`src/rtl/irrigation_zone_scheduler.sv`:
```
// Round-robin multi-zone irrigation scheduler: serves dry zones one at a time,
// with a per-second countdown, reservoir-health gating, pause/abort and alarm handling.
module irrigation_zone_scheduler #(
    parameter int unsigned ZONES          = 4,
    parameter int unsigned TICK_DIV       = 50000000,
    parameter int unsigned SPRINKLER_TIME = 1800,
    parameter int unsigned DRIPPER_TIME   = 3600,
    parameter int unsigned TIME_WIDTH     = 12,
    localparam int unsigned ZW            = (ZONES > 1) ? $clog2(ZONES) : 1
) (
    input  logic                  clock,
    input  logic                  reset,
    input  logic [ZONES-1:0]      zone_dry,
    input  logic                  low_water_level,
    input  logic                  mid_water_level,
    input  logic                  high_water_level,
    input  logic                  air_humidity,
    input  logic                  low_temperature,
    input  logic                  skip_pulse,
    output logic [ZONES-1:0]      sprinkler_bomb,
    output logic [ZONES-1:0]      dripper_valvule,
    output logic                  water_supply_valvule,
    output logic                  alarm,
    output logic                  conflicting_values,
    output logic                  busy,
    output logic [ZW-1:0]         active_zone,
    output logic [TIME_WIDTH-1:0] remaining,
    output logic                  zone_done
);

    localparam int unsigned PW = (TICK_DIV > 1) ? $clog2(TICK_DIV) : 1;

    typedef enum logic [1:0] {
        S_IDLE  = 2'd0,
        S_RUN   = 2'd1,
        S_PAUSE = 2'd2,
        S_ERROR = 2'd3
    } state_t;

    state_t                r_state, w_state_nxt;
    logic [ZW-1:0]         r_ptr, w_ptr_nxt;
    logic [ZW-1:0]         r_zone, w_zone_nxt;
    logic [ZW-1:0]         w_sel, w_cand, w_zone_inc;
    logic [PW-1:0]         r_presc, w_presc_nxt;
    logic [TIME_WIDTH-1:0] r_rem, w_rem_nxt;
    logic                  r_mode_spr, w_mode_nxt;
    logic                  r_skip_d;
    logic                  w_skip_edge, w_conflict, w_water_ok, w_spr_now;
    logic                  w_found, w_tick, w_done_nxt, w_busy_nxt;
    logic [ZONES-1:0]      w_onehot, w_sprk_nxt, w_drip_nxt;
    int unsigned           w_idx;

    assign w_conflict  = (high_water_level & ~mid_water_level) | (mid_water_level & ~low_water_level);
    assign w_water_ok  = low_water_level & ~w_conflict;
    assign w_spr_now   = ~air_humidity & ~low_temperature & mid_water_level;
    assign w_skip_edge = skip_pulse & ~r_skip_d;
    assign w_tick      = (r_presc == PW'(TICK_DIV - 1));
    assign w_zone_inc  = (r_zone == ZW'(ZONES - 1)) ? '0 : r_zone + ZW'(1);

    // First dry zone at or above the pointer, wrapping at ZONES.
    always_comb begin
        w_found = 1'b0;
        w_sel   = '0;
        w_cand  = '0;
        w_idx   = 0;
        for (int unsigned i = 0; i < ZONES; i++) begin
            w_idx = 32'(r_ptr) + i;
            if (w_idx >= ZONES) w_idx = w_idx - ZONES;
            w_cand = ZW'(w_idx);
            if (!w_found && zone_dry[w_cand]) begin
                w_found = 1'b1;
                w_sel   = w_cand;
            end
        end
    end

    // State register plus registered datapath and outputs.
    always_ff @(posedge clock or posedge reset) begin
        if (reset) begin
            r_state              <= S_IDLE;
            r_ptr                <= '0;
            r_zone               <= '0;
            r_presc              <= '0;
            r_rem                <= '0;
            r_mode_spr           <= 1'b0;
            r_skip_d             <= 1'b0;
            sprinkler_bomb       <= '0;
            dripper_valvule      <= '0;
            water_supply_valvule <= 1'b0;
            alarm                <= 1'b0;
            conflicting_values   <= 1'b0;
            busy                 <= 1'b0;
            zone_done            <= 1'b0;
        end else begin
            r_state              <= w_state_nxt;
            r_ptr                <= w_ptr_nxt;
            r_zone               <= w_zone_nxt;
            r_presc              <= w_presc_nxt;
            r_rem                <= w_rem_nxt;
            r_mode_spr           <= w_mode_nxt;
            r_skip_d             <= skip_pulse;
            sprinkler_bomb       <= w_sprk_nxt;
            dripper_valvule      <= w_drip_nxt;
            water_supply_valvule <= ~w_conflict & ~high_water_level;
            alarm                <= w_conflict | ~mid_water_level;
            conflicting_values   <= w_conflict;
            busy                 <= w_busy_nxt;
            zone_done            <= w_done_nxt;
        end
    end

    // Next state; abort priority is conflict > skip > dry drop > low water > tick.
    always_comb begin
        w_state_nxt = r_state;
        w_ptr_nxt   = r_ptr;
        w_zone_nxt  = r_zone;
        w_presc_nxt = r_presc;
        w_rem_nxt   = r_rem;
        w_mode_nxt  = r_mode_spr;
        w_done_nxt  = 1'b0;
        case (r_state)
            S_IDLE: begin
                if (w_conflict) begin
                    w_state_nxt = S_ERROR;
                end else if (w_water_ok && w_found) begin
                    w_state_nxt = S_RUN;
                    w_zone_nxt  = w_sel;
                    w_mode_nxt  = w_spr_now;
                    w_presc_nxt = '0;
                    w_rem_nxt   = w_spr_now ? TIME_WIDTH'(SPRINKLER_TIME) : TIME_WIDTH'(DRIPPER_TIME);
                end
            end
            S_RUN, S_PAUSE: begin
                if (w_conflict) begin
                    w_state_nxt = S_ERROR;
                    w_ptr_nxt   = w_zone_inc;
                    w_rem_nxt   = '0;
                    w_presc_nxt = '0;
                end else if (w_skip_edge || !zone_dry[r_zone]) begin
                    w_state_nxt = S_IDLE;
                    w_ptr_nxt   = w_zone_inc;
                    w_rem_nxt   = '0;
                    w_presc_nxt = '0;
                end else if (!low_water_level) begin
                    w_state_nxt = S_PAUSE;
                end else if (r_state == S_PAUSE) begin
                    w_state_nxt = S_RUN;
                end else if (w_tick) begin
                    w_presc_nxt = '0;
                    if (r_rem == TIME_WIDTH'(1)) begin
                        w_state_nxt = S_IDLE;
                        w_ptr_nxt   = w_zone_inc;
                        w_rem_nxt   = '0;
                        w_done_nxt  = 1'b1;
                    end else begin
                        w_rem_nxt   = r_rem - TIME_WIDTH'(1);
                    end
                end else begin
                    w_presc_nxt = r_presc + PW'(1);
                end
            end
            default: begin
                if (!w_conflict) w_state_nxt = S_IDLE;
            end
        endcase
    end

    // Output decode from the next state so the valve register lines up with it.
    always_comb begin
        w_onehot   = ZONES'(1) << w_zone_nxt;
        w_sprk_nxt = '0;
        w_drip_nxt = '0;
        w_busy_nxt = (w_state_nxt == S_RUN) || (w_state_nxt == S_PAUSE);
        if (w_state_nxt == S_RUN) begin
            if (w_mode_nxt) w_sprk_nxt = w_onehot;
            else            w_drip_nxt = w_onehot;
        end
    end

    assign active_zone = r_zone;
    assign remaining   = r_rem;

endmodule

```
`config.mk`:
```
export PLATFORM = sky130hd
export DESIGN_NAME = irrigation_zone_scheduler
export DESIGN_NICKNAME = d
export VERILOG_FILES = /design/src/rtl/irrigation_zone_scheduler.sv
export SDC_FILE = /design/constraint.sdc
export NUM_CORES = 1
export LEC_CHECK = 0
export ABC_AREA = 1
export CAP_MARGIN = 10
export CORE_ASPECT_RATIO = 2
export CORE_MARGIN = 2
export CORE_UTILIZATION = 35
export CTS_CLUSTER_SIZE = 10
export DETAILED_ROUTE_END_ITERATION = 10
export PLACE_DENSITY = 0.58
export SKIP_LAST_GASP = 1
export SLEW_MARGIN = 20
export SYNTH_ARGS = -nofsm -noshare
export SYNTH_HDL_FRONTEND = slang
export SYNTH_SLANG_ARGS = --single-unit
```
`constraint.sdc`:
```
create_clock -name clock -period 2.21 [get_ports clock]
set_clock_uncertainty 0.05 [all_clocks]
set_input_delay 0.442 -clock clock [delete_from_list [all_inputs] [get_ports clock]]
set_output_delay 0.442 -clock clock [all_outputs]
set_load 0.01 [all_outputs]
```
[Yosys cells after proc, flatten, opt, wreduce, memory -nomap -nowiden]
Cells that the tools add are included.
Word-level totals
  register bits after elaboration: 59
  latch bits: 0
  bits in writable memories: 0
  ROM bits: 0
  bits of input ports: 12
  output and inout bits: 27
  logic and storage cells: 156
  memories: 0
Operators by class
  add/subtract/negate cells: 10
  multipliers: 0
  divide/modulo/power cells: 0
  $lt $le $gt $ge: 9
  eq/ne operators: 13
  shifts and indexed selects: 1
  multiplexer cells: 74
  bitwise logic cells: 16
  reductions and logical operators: 19
Operators by type and width (number)
  $mux W26: 7
  $mux W12: 9
  $mux W2: 27
  $pmux W26 S2: 1
  $add A26 B1 Y26 const B: 1
  $eq A26 B26 Y1 const B: 1
  $pmux W12 S2: 1
  $mux W1: 19
  $mux W4: 4
  $lt A2 B3 Y1 const B: 5
  $eq A12 B1 Y1 const B: 1
  $ne A4 B4 Y1 const B: 3
  $sub A12 B1 Y12 const B: 1
  $bmux W1 S2: 5
  $reduce_and A5 Y1: 2
  $ge A3 B3 Y1 const B: 3
  $reduce_bool A3 Y1: 3
  $sub A2 B1 Y2 const B: 4
  $and A1 B1 Y1: 7
  $not A1 Y1: 7
  $add A2 B2 Y3 const B: 2
  $eq A2 B2 Y1 const B: 3
  $reduce_and A6 Y1: 1
  $eq A2 B1 Y1 const B: 2
  14 further kinds: 23

[Logic depth before layout (Yosys ltp)]
Gate-level depths: netlist of the first run.
  word-level depth: 21
  gate-level depth with buffers: 16
  gate-level depth less buffers: 16

[Least setup slack after synthesis of the first run]
Ideal clock, no wire load.
  path type: register to register
  from: reg r_presc[0]
  to: reg dripper_valvule[0]
  setup time: 0.072 ns
  arrival time: 2.103 ns
  required time: 2.088 ns
  path slack: -0.015 ns
  stages on the path, launching flop included: 17
  path buffers: 0
  period minus slack after synthesis: 2.225 ns
  cell sequence: dfrtp_1 > ha_1 > nand2_2 > nor2_4 > inv_2 > nor2_1 > nand2_1 > nor2_4 > nand2_1 > nand3_1 > nand2_1 > nand2_1 > nand2_1 > a21boi_1 > ha_1 > o211ai_1 > nor2_1
On the way
  word-level cells in the longest chain between the ends: 9
Ends and longest elaborated chain
  start, declared: line 44  | logic [PW-1:0] r_presc, w_presc_nxt;
  start signal, assigned: line 98  | r_presc <= w_presc_nxt;
  $eq A26 B26 Y1: line 57  | assign w_tick = (r_presc == PW'(TICK_DIV - 1));
  $mux W2: line 148  | end else if (w_tick) begin
  $mux W2: line 146  | end else if (r_state == S_PAUSE) begin
  $mux W2: line 144  | end else if (!low_water_level) begin
  $mux W2: line 139  | end else if (w_skip_edge || !zone_dry[r_zone]) begin
  $mux W2: line 134  | if (w_conflict) begin
  $pmux W2 S2: line 121  | case (r_state)
  net w_state_nxt[0]: line 40  | state_t r_state, w_state_nxt;
  $eq A2 B1 Y1: line 174  | if (w_state_nxt == S_RUN) begin
  $mux W4: line 174
  net w_drip_nxt[0]: line 50  | logic [ZONES-1:0] w_onehot, w_sprk_nxt, w_drip_nxt;
  end signal, assigned: line 103  | dripper_valvule <= w_drip_nxt;
  end, declared: line 21  | output logic [ZONES-1:0] dripper_valvule,
The timed path passes the listed nets, and every way through them passes these cells.
A chain may end at the register's enable or synchronous reset.

[Final worst setup path of the first run]
  from: reg r_presc[0]
  to: reg dripper_valvule[1]
The elaborated chain is that of the path after synthesis.

==> results.toml, run 1 <==
[outcome]
status = "finished, violations left"
violations = "setup timing"

[worst_setup_path]
critical-path-slowest-cell = "sky130_fd_sc_hd__dfrtp_1"
cp_max_fo = 4
required_ns = 2.41
worst_r2r_startpoint = "r_presc[0]"
path_class = "register to register"
critPathLaunchType = "register"
crit_path_end_kind = "register"
crit_path_max_incr_delay_ns = 0.40
regToRegEndpoint = "dripper_valvule[1]"
reg2reg_depth = 16
regToRegSetupSlack_ns = -0.09
worstPathArrival_ns = 2.50
crit_path_cell_chain = "ha_4 -> nand2_4 -> nor2_4 -> inv_2 -> nor2_4 -> nand2_1 -> nor2_4 -> nand2_1 -> nand3_1 -> nand2_1 -> nand2_1 -> nand2_1 -> a21boi_2 -> ha_2 -> o211ai_1 -> nor2_1"
worst_path_most_repeated_cell = "sky130_fd_sc_hd__nand2_1"

[timing]
finalCritPeriodShare_pct = 104
min_period_ns = 2.30
hold_slack_ns = 0.374
worst_pin_slew_ns = 0.444
report.final.slew_viol_count = 0
final-hold-violation-count = 0
timing.final.ws_setup_ns = -0.0918
setup_repair_after_global_routing_missed_its_margin = "yes"
count_of_final_setup_violators = 6
slew-limit-headroom_pct = 70.2
fmax_mhz = 434
setup-tns-final_ns = -0.343

[power_and_ir_drop]
total_power_mw = 7.44
irDropWorstVdd_uv = 855
power_leakage_nw = 2.76
pwr_density_cell_nw_per_um2 = 1250

[layout]
n_antenna_cell = 0
post-route-cell-area_sq_um = 5950
multiInputGateArea_sq_um = 2580
final_core_area_utilization_pct = 49.1
final-instance-count-excl-fill = 910
layout-area-overhead-vs-synth_pct = 36.4
filler_cell_count = 1245
post_route_cells_drive_above_1_share_pct = 25.7
layout.nets = 779
sequential_cell_area_sq_um = 1480

[drt]
number_of_antenna_violating_nets_in_the_routed_design = 0
initialDrtViolationCount = 206
drt_pre_antenna_iters = 4
route.detailed.drc = 0
totalWireLength_um = 14600
vias_per_cell = 5.19
post_drt_wl_per_cell_um = 16.1
dr_total_vias = 4722

[die]
fp-row-count = 57
die_h_um = 162
fp.dieArea_sq_um = 13400
top_level_ports = 39
fp.coreArea_sq_um = 12100
floorplan.initialDensity_pct = 36.0
die_w_um = 82.9

[synthesis]
synth.ff_latch_count = 59
synthesized_netlist_cell_count = 630
synth-warning-count = 0
synth.yosys.seq_area_share_pct = 33.9
yosys.cell_types.count = 35
synthesis.area_sq_um = 4360
synth_area_per_cell_sq_um = 6.92
synth.net_count = 651

[global_route]
antenna_found_initial = 0
maximum_number_of_pins_on_one_net_before_global_route_repair = 43
grt_pass1_wl_um = 23600
globalRouteOverflowTotal = 0
first_global_vias = 4839
groute.usage.overall_pct = 22.3

[cts]
cts-htree-levels = 3
cts_tree = "built"
clkSlewWorstSetupHoldPaths_ns = 0.06
clock_insertion_delay_at_the_later_pin_of_the_skew_report_ns = 0.33
clock_sinks = 59
clockRootBuffer = "sky130_fd_sc_hd__clkbuf_16"
cts_max_path_buffers = 2
tritoncts.num_buffers = 9
hold_buffers_post_cts = 0

[placement]
dp_worst_slack_ns = -0.485
routabilityCongestion = 0.966
numPortBuffers = 38
post-place-cells = 878
post_dp_cell_area_sq_um = 5390
dpl.hpwl_um = 11300

[worst_hold_path]
min_path_type = "input port to async pin"

[run]
max_cap_violations = 0
[worst max-delay path by stage]
stage	from	end	slack, ns	cells past startpoint
after detailed placement	zone_dry[2]	dripper_valvule[2]	-0.49	15
after global routing	r_presc[8]	dripper_valvule[0]	-0.29	14
after floorplan	r_presc[0]	dripper_valvule[0]	0.006	16
final	r_presc[0]	dripper_valvule[1]	-0.09	16
after CTS	r_presc[1]	dripper_valvule[2]	-0.10	15
after global placement	zone_dry[2]	dripper_valvule[2]	-0.45	15
[final cells by class]
cell class	instances	share of cell area, %
Multi-Input combinational cell	483	43.3
Sequential cell	59	24.8
Timing Repair Buffer	130	18.6
Inverter	75	4.86
Clock buffer	12	4.48
Tap cell	147	3.09
Clock inverter	4	0.799
[cell usage in the layout (no fill, tap or decap), drive strengths merged]
| cell type | Yosys | routed |
|---|---|---|
| o211ai | 2 | 2 |
| and3 | 1 | 1 |
| dfrtp | 59 | 59 |
| inv | 75 | 75 |
| clkinv | 0 | 2 |
| clkbuf | 3 | 12 |
| nor2 | 89 | 90 |
| nand4 | 14 | 14 |
| nand2 | 181 | 181 |
| ha | 9 | 9 |
| clkdlybuf4s50 | 0 | 38 |
| nand3 | 81 | 81 |
| nand3b | 1 | 1 |
| bufinv | 0 | 1 |
| nor4 | 1 | 1 |
| a21oi | 7 | 7 |
| or2 | 2 | 2 |
| o21bai | 1 | 1 |
| clkinvlp | 0 | 1 |
| xor2 | 13 | 13 |
| o31ai | 1 | 1 |
| nor3 | 29 | 29 |
| a21boi | 1 | 1 |
| o21ai | 49 | 49 |
| buf | 11 | 92 |
[worst max-delay path: cells and delay by family, from the launching register on]
family          cells  cell delay (ns)
compound gates      2             0.35
simple gates       11             0.97
fa+ha+maj           2             0.39
flops               1             0.40
buf+inv             1             0.06
[cells by family after synthesis]
| logic type | count (synthesis) | share of synthesized area (%) |
|---|---|---|
| and+or+nand+nor | 399 | 42.2 |
| buffers and inverters | 89 | 9.35 |
| AOI/OAI and AO/OA | 61 | 9.44 |
| DFF | 59 | 33.9 |
| xor gates and xnor gates | 13 | 2.61 |
| adders and majority gates | 9 | 2.58 |
[metal layers]
metal / global-route usage (%) / part of all wire, % / up-vias / wire length (um)
li1: - / - / 2306 / -
met1: 20.8 / 34 / 2207 / 4950
met2: 42.5 / 55 / 143 / 8040
met3: 3.66 / 3.3 / 66 / 479
met4: 16.2 / 7.8 / 0 / 1140
met5: 0 / 0 / - / 0
[Yosys cell counts (all sizes together)]
cell / n / area share (%)
a21boi: 1 / 0.17
a21oi: 7 / 0.80
and3: 1 / 0.14
buf: 11 / 2.6
clkbuf: 3 / 0.26
dfrtp: 59 / 34
ha: 9 / 2.6
inv: 75 / 6.5
nand2: 181 / 17
nand3: 81 / 10
nand3b: 1 / 0.17
nand4: 14 / 2.2
nor2: 89 / 8.8
nor3: 29 / 3.4
nor4: 1 / 0.14
o211ai: 2 / 0.34
o21ai: 49 / 7.8
o21bai: 1 / 0.17
o31ai: 1 / 0.17
or2: 2 / 0.29
xor2: 13 / 2.6
[sequential cells by signal, summed over array words and instances (netlist names)]
| signal | cells |
|---|---|
| r_mode_spr | 1 |
| busy | 1 |
| dripper_valvule | 4 |
| r_presc | 26 |
| active_zone | 2 |
| zone_done | 1 |
| r_skip_d | 1 |
| alarm | 1 |
| r_state | 2 |
| sprinkler_bomb | 4 |
| conflicting_values | 1 |
| remaining | 12 |
| water_supply_valvule | 1 |
| r_ptr | 2 |
[report_power, final]
part / total, mW / internal (mW) / leakage, nW / switching, mW
combinational: 4.48 / 1.78 / 1.81 / 2.70
sequential: 1.47 / 1.30 / 0.791 / 0.171
clock: 1.48 / 0.961 / 0.155 / 0.520
total: 7.44 / 4.05 / 2.76 / 3.39
[what timing repair did]
action                     CTS  global route
cloned                       1             0
resized for setup           12            18
pin swaps                   11            11
setup endpoints to repair   33            39
buffers inserted             3            12
Note: power is estimated with default switching activity, not from simulation.
==> run 2: changes to the inputs <==
Settings changed: CORE_MARGIN 2 to unset, TNS_END_PERCENT set to 5.
==> run 2 against run 1 <==
Effect of this change:
- the run still ends with setup timing left
- setup slack improved by 0.025 ns
- sequential share of layout area increased by 0.34 points
- via count decreased by 1.4%
- sequential cell count unchanged
- cell count decreased by 0.99%
- utilization decreased by 0.63 points
- critical path depth unchanged
- total power decreased by 2.3%
- count of clock-buffer cells in the layout decreased by 3
- hold slack improved by 0.037 ns
- global-route usage increased by 1.7 points
- wire length decreased by 1.7%
- largest cell class unchanged
==> results.toml, run 2 (synthesized netlist as in run 1, its figures left out) <==
[drt]
initialDrtViolationCount = 216
number_of_antenna_violating_nets_in_the_routed_design = 0
route.detailed.drc = 0
totalWireLength_um = 14400
vias_per_cell = 5.17
post_drt_wl_per_cell_um = 15.9
drt_pre_antenna_iters = 4
dr_total_vias = 4656

[power_and_ir_drop]
total_power_mw = 7.27
irDropWorstVdd_uv = 610
pwr_density_cell_nw_per_um2 = 1240
power_leakage_nw = 2.70

[placement]
dpl.hpwl_um = 11400
routabilityCongestion = 0.967
numPortBuffers = 38
post_dp_cell_area_sq_um = 5410

[die]
die_w_um = 80.9
floorplan.initialDensity_pct = 36.0
die_h_um = 160
fp-row-count = 57
fp.dieArea_sq_um = 12900
fp.coreArea_sq_um = 12100
top_level_ports = 39

[outcome]
violations = "setup timing"
status = "finished, violations left"

[cts]
clockRootBuffer = "sky130_fd_sc_hd__clkbuf_16"
cts_tree = "built"
clkSlewWorstSetupHoldPaths_ns = 0.06
cts-htree-levels = 3
cts_max_path_buffers = 2
tritoncts.num_buffers = 9
hold_buffers_post_cts = 0
clock_insertion_delay_at_the_later_pin_of_the_skew_report_ns = 0.34
clock_sinks = 59

[timing]
fmax_mhz = 439
count_of_final_setup_violators = 4
hold_slack_ns = 0.410
min_period_ns = 2.28
worst_pin_slew_ns = 0.533
report.final.slew_viol_count = 0
finalCritPeriodShare_pct = 103
final-hold-violation-count = 0
timing.final.ws_setup_ns = -0.0672
slew-limit-headroom_pct = 64.4
setup_repair_after_global_routing_missed_its_margin = "yes"

[global_route]
antenna_found_initial = 0
grt_pass1_wl_um = 23100
groute.usage.overall_pct = 24.0
first_global_vias = 4869
maximum_number_of_pins_on_one_net_before_global_route_repair = 26
globalRouteOverflowTotal = 0

[worst_setup_path]
regToRegEndpoint = "dripper_valvule[0]"
required_ns = 2.41
regToRegSetupSlack_ns = -0.07
crit_path_max_incr_delay_ns = 0.36
crit_path_end_kind = "register"
worst_path_most_repeated_cell = "sky130_fd_sc_hd__nand2_1"
path_class = "register to register"
crit_path_cell_chain = "ha_2 -> nand2_2 -> nor2_4 -> inv_2 -> nor2_4 -> nand2_2 -> nor2_4 -> nand2_1 -> nand3_2 -> nand2_1 -> nand2_1 -> nand2_1 -> a21boi_2 -> ha_2 -> o211ai_1 -> nor2_1"
critical-path-slowest-cell = "sky130_fd_sc_hd__dfrtp_1"
reg2reg_depth = 16
critPathLaunchType = "register"
worst_r2r_startpoint = "r_presc[0]"
worstPathArrival_ns = 2.48
timing.critical_path.max_delay_family = "simple AND/OR/NAND/NOR gates"
path_buf_inv = 1
cp_max_fo = 4

[layout]
sequential_cell_area_sq_um = 1480
largest_reg_flops = 26
filler_cell_count = 1240
regMostFlops = "r_presc"
multiInputGateArea_sq_um = 2550
layout-area-overhead-vs-synth_pct = 34.7
layout.nets = 770
post_route_cells_drive_above_1_share_pct = 25.2
final_cell_mix = "sky130_fd_sc_hd__nand2_1 (159), sky130_fd_sc_hd__buf_4 (79), sky130_fd_sc_hd__nand3_1 (74)"
most_common_library_cell_in_the_layout_ignoring_fill_and_taps = "sky130_fd_sc_hd__nand2_1"
post-route-cell-area_sq_um = 5870
n_antenna_cell = 0

[run]
max_cap_violations = 0

[worst_hold_path]
min_path_type = "input port to async pin"
## run 2: cell types whose count changed in the layout (fill, tap and decap cells not counted), sizes merged
| cell | previous run | this run |
|---|---|---|
| bufinv | 1 | 2 |
| nor2 | 90 | 89 |
| clkinvlp | 1 | 3 |
| clkbuf | 12 | 9 |
| buf | 92 | 84 |
## run 2: per-layer routing
metal  part of all wire [%]  track usage (%)  up-vias
met1                     33             21.3     2180
met3                    3.0             3.60       62
li1                       -                -     2274
met5                      0                0        -
met4                    7.9             18.5        0
met2                     56             45.2      140
## run 2: cell type report
cell class / instances / share of cell area [%]
Clock buffer: 9 / 3.84
Inverter: 75 / 4.79
Sequential cell: 59 / 25.2
Multi-Input combinational cell: 482 / 43.4
Tap cell: 147 / 3.13
Timing Repair Buffer: 122 / 18.1
Clock inverter: 7 / 1.58
## run 2: worst max path at each step
stage,start,endpoint,slack (ns),cells after the start
2_1_floorplan,r_presc[0],dripper_valvule[0],0.006,16
3_3_place_gp,zone_dry[1],dripper_valvule[2],-0.50,14
3_5_place_dp,zone_dry[2],dripper_valvule[1],-0.54,14
4_1_cts,r_presc[0],dripper_valvule[0],-0.09,15
5_1_grt,r_presc[0],dripper_valvule[0],-0.18,15
6_report,r_presc[0],dripper_valvule[0],-0.07,16
## run 2: what timing repair did
item                       CTS  global route
gates resized for setup     12             9
pin swaps                   14            10
buffers inserted             4             5
setup endpoints to repair    9            25
## run 2: report_power, final
| group | internal [mW] | switching, mW | total, mW |
|---|---|---|---|
| combinational | 1.65 | 2.61 | 4.26 |
| clock | 0.982 | 0.550 | 1.53 |
| sequential | 1.30 | 0.171 | 1.47 |
| total | 3.94 | 3.33 | 7.27 |
## run 2: worst register-to-register path: cells and delay by family (launching register included)
kind,cells,cell delay [ns]
buffers and inverters,1,0.07
AO/OA/AOI/OAI,2,0.34
flip-flops,1,0.36
AND/OR/NAND/NOR,11,0.94
adder cells (fa/ha/maj),2,0.43
## run 2: per-stage QoR
step | instances | setup WS, ns | TNS [ns] | util (%)
final | 901 | -0.0672 | -0.198 | 48.4
after global routing | 901 | -0.177 | -1.62 | 48.4
after CTS | 896 | -0.0932 | -0.369 | 47.9
after detailed placement | 876 | -0.545 | -10.23 | 44.7
after global placement | 876 | -0.497 | -8.88 | 44.7
after floorplan | 630 | 0.00616 | 0 | -
==> run 3: changes to the inputs <==
Settings changed: CORE_MARGIN set to 3.
==> run 3 against run 2 <==
Effect of this change:
- the flow still finishes with violations (setup timing)
- wire length is 1.1% higher
- sequential power hardly changed
- count of clock-buffer cells in the layout up 2
- hold slack worse by 0.10 ns
- critical path depth decreased by 1
- cell count up 1.8%
- highest routed layer unchanged
- first-iteration DRC count is 13% lower
- total power decreased by 1.6%
==> results.toml, run 3 (synthesized netlist as in run 1, its figures left out) <==
[die]
die_h_um = 164
floorplan.initialDensity_pct = 35.8
fp.dieArea_sq_um = 13900
fp.coreArea_sq_um = 12200
top_level_ports = 39
fp-row-count = 57
die_w_um = 84.9

[layout]
most_common_library_cell_in_the_layout_ignoring_fill_and_taps = "sky130_fd_sc_hd__nand2_1"
layout.nets = 786
regMostFlops = "r_presc"
n_antenna_cell = 0
filler_cell_count = 1219
final-instance-count-excl-fill = 917
post_route_cells_drive_above_1_share_pct = 25.7
final_cell_mix = "sky130_fd_sc_hd__nand2_1 (159), sky130_fd_sc_hd__buf_4 (96), sky130_fd_sc_hd__nor2_1 (77)"
largest_reg_flops = 26
layout-area-overhead-vs-synth_pct = 35.6

[placement]
post-place-cells = 898
routabilityCongestion = 0.999
dpl.hpwl_um = 11300
numPortBuffers = 38

[cts]
clkSlewWorstSetupHoldPaths_ns = 0.05
cts-htree-levels = 3
cts_max_path_buffers = 2
clockRootBuffer = "sky130_fd_sc_hd__clkbuf_16"
cts_tree = "built"
clock_insertion_delay_at_the_later_pin_of_the_skew_report_ns = 0.34
tritoncts.num_buffers = 9
clock_sinks = 59

[worst_setup_path]
timing.critical_path.max_delay_family = "simple AND/OR/NAND/NOR gates"
critical-path-slowest-cell = "sky130_fd_sc_hd__dfrtp_1"
required_ns = 2.42
path_class = "register to register"
crit_path_cell_chain = "ha_2 -> nand2_2 -> nor2_4 -> buf_6 -> nand2_2 -> nor2_4 -> nand4_1 -> nand2_1 -> nand2_1 -> nand2_2 -> nand3_2 -> a21oi_2 -> ha_2 -> o211ai_1 -> nor2_1"
critPathLaunchType = "register"
worstPathArrival_ns = 2.48
path_buf_inv = 1
crit_path_max_incr_delay_ns = 0.35
crit_path_end_kind = "register"
cp_max_fo = 4
worst_path_most_repeated_cell = "sky130_fd_sc_hd__nand2_2"

[timing]
worst_pin_slew_ns = 0.534
setup_repair_after_global_routing_missed_its_margin = "yes"
finalCritPeriodShare_pct = 103
report.final.slew_viol_count = 0
fmax_mhz = 439
hold_slack_ns = 0.307
min_period_ns = 2.28
final-hold-violation-count = 0
slew-limit-headroom_pct = 64.1
timing.final.ws_setup_ns = -0.0668
count_of_final_setup_violators = 6

[drt]
number_of_antenna_violating_nets_in_the_routed_design = 0
post_drt_wl_per_cell_um = 15.8
dr_total_vias = 4742
initialDrtViolationCount = 189
route.detailed.drc = 0
totalWireLength_um = 14500
vias_per_cell = 5.17
drt_pre_antenna_iters = 4

[global_route]
groute.usage.overall_pct = 21.9
grt_pass1_wl_um = 23700
groute.layer.met2.usage_pct = 42.3
maximum_number_of_pins_on_one_net_before_global_route_repair = 40
top_usage_layer = "met2"
first_global_vias = 4932
met1_usage_pct = 20.0
globalRouteOverflowTotal = 0
antenna_found_initial = 0
globalRouteMet3Util_pct = 3.82

[outcome]
status = "finished, violations left"
violations = "setup timing"

[power_and_ir_drop]
pwr_density_cell_nw_per_um2 = 1210
cellInternalPower_mw = 3.86
clock_power_share_pct = 19.7
net-switching-power_mw = 3.29
power_leakage_nw = 2.75
combPwrFrac_pct = 59.7
power.switching_fraction_pct = 46.0
irDropWorstVdd_uv = 613
total_power_mw = 7.15
power_frac_seq_pct = 20.6

[run]
max_cap_violations = 0

[worst_hold_path]
min_path_type = "input port to async pin"
run 3: cell types whose count changed in the layout (fill, tap and decap cells not counted), moves of 2 or more:
cell / delta
sky130_fd_sc_hd__buf_4: +17
sky130_fd_sc_hd__nor2_1: +4
sky130_fd_sc_hd__nor2_2: -4
sky130_fd_sc_hd__buf_12: -2
sky130_fd_sc_hd__clkinvlp_4: -2
run 3: power groups by stage:
stage               clock [mW]  sequential [mW]  combinational, mW
floorplan                    0             1.57               2.61
global placement             0             1.48               4.07
detailed placement           0             1.48               4.12
CTS                       1.44             1.47               4.22
global route              1.49             1.50               4.73
finish                    1.41             1.47               4.27
run 3: worst paths after layout:
check	depth (start not counted)	startpoint	slack, ns	to
setup reg to reg	15	r_presc[1]	-0.07	dripper_valvule[2]
max in group asynchronous	3	reset	1.28	zone_done
hold / removal	2	reset	0.31	busy
min in group clock	2	r_presc[3]	0.52	r_presc[3]
setup / recovery	15	r_presc[1]	-0.07	dripper_valvule[2]
hold reg to reg	2	r_presc[3]	0.52	r_presc[3]
run 3: routing by layer:
metal / vias up / share of wire, %
met2: 138 / 55
li1: 2311 / -
met1: 2228 / 34
met3: 65 / 3.5
met4: 0 / 7.3
met5: - / 0
run 3: final cells by class:
cell class | instances | area (sq um) | area share, %
Multi-Input combinational cell | 483 | 2520 | 42.7
Sequential cell | 59 | 1480 | 25.0
Timing Repair Buffer | 137 | 1150 | 19.5
Inverter | 75 | 282 | 4.76
Clock buffer | 11 | 243 | 4.10
Tap cell | 147 | 184 | 3.11
Clock inverter | 5 | 52.6 | 0.889
run 3: what timing repair did:
item | in CTS | in global routing
buffers inserted | 0 | 2
cloned | 1 | 0
hold endpoints to repair | 0 | 0
endpoints found under the setup margin | 20 | 45
pin swaps | 1 | 13
resized for setup | 3 | 10
hold buffers | 0 | 0
run 3: per-stage QoR:
stage / utilization, % / setup WS [ns] / TNS [ns] / instance area [sq um]
4_1_cts: 48.1 / -0.0845 / -0.359 / 5870
3_3_place_gp: 45.5 / -0.402 / -10.19 / 5550
2_1_floorplan: - / 0.00616 / 0 / 4360
6_report: 48.5 / -0.0668 / -0.244 / 5910
3_5_place_dp: 45.5 / -0.440 / -12.09 / 5550
5_1_grt: 48.5 / -0.214 / -4.01 / 5910
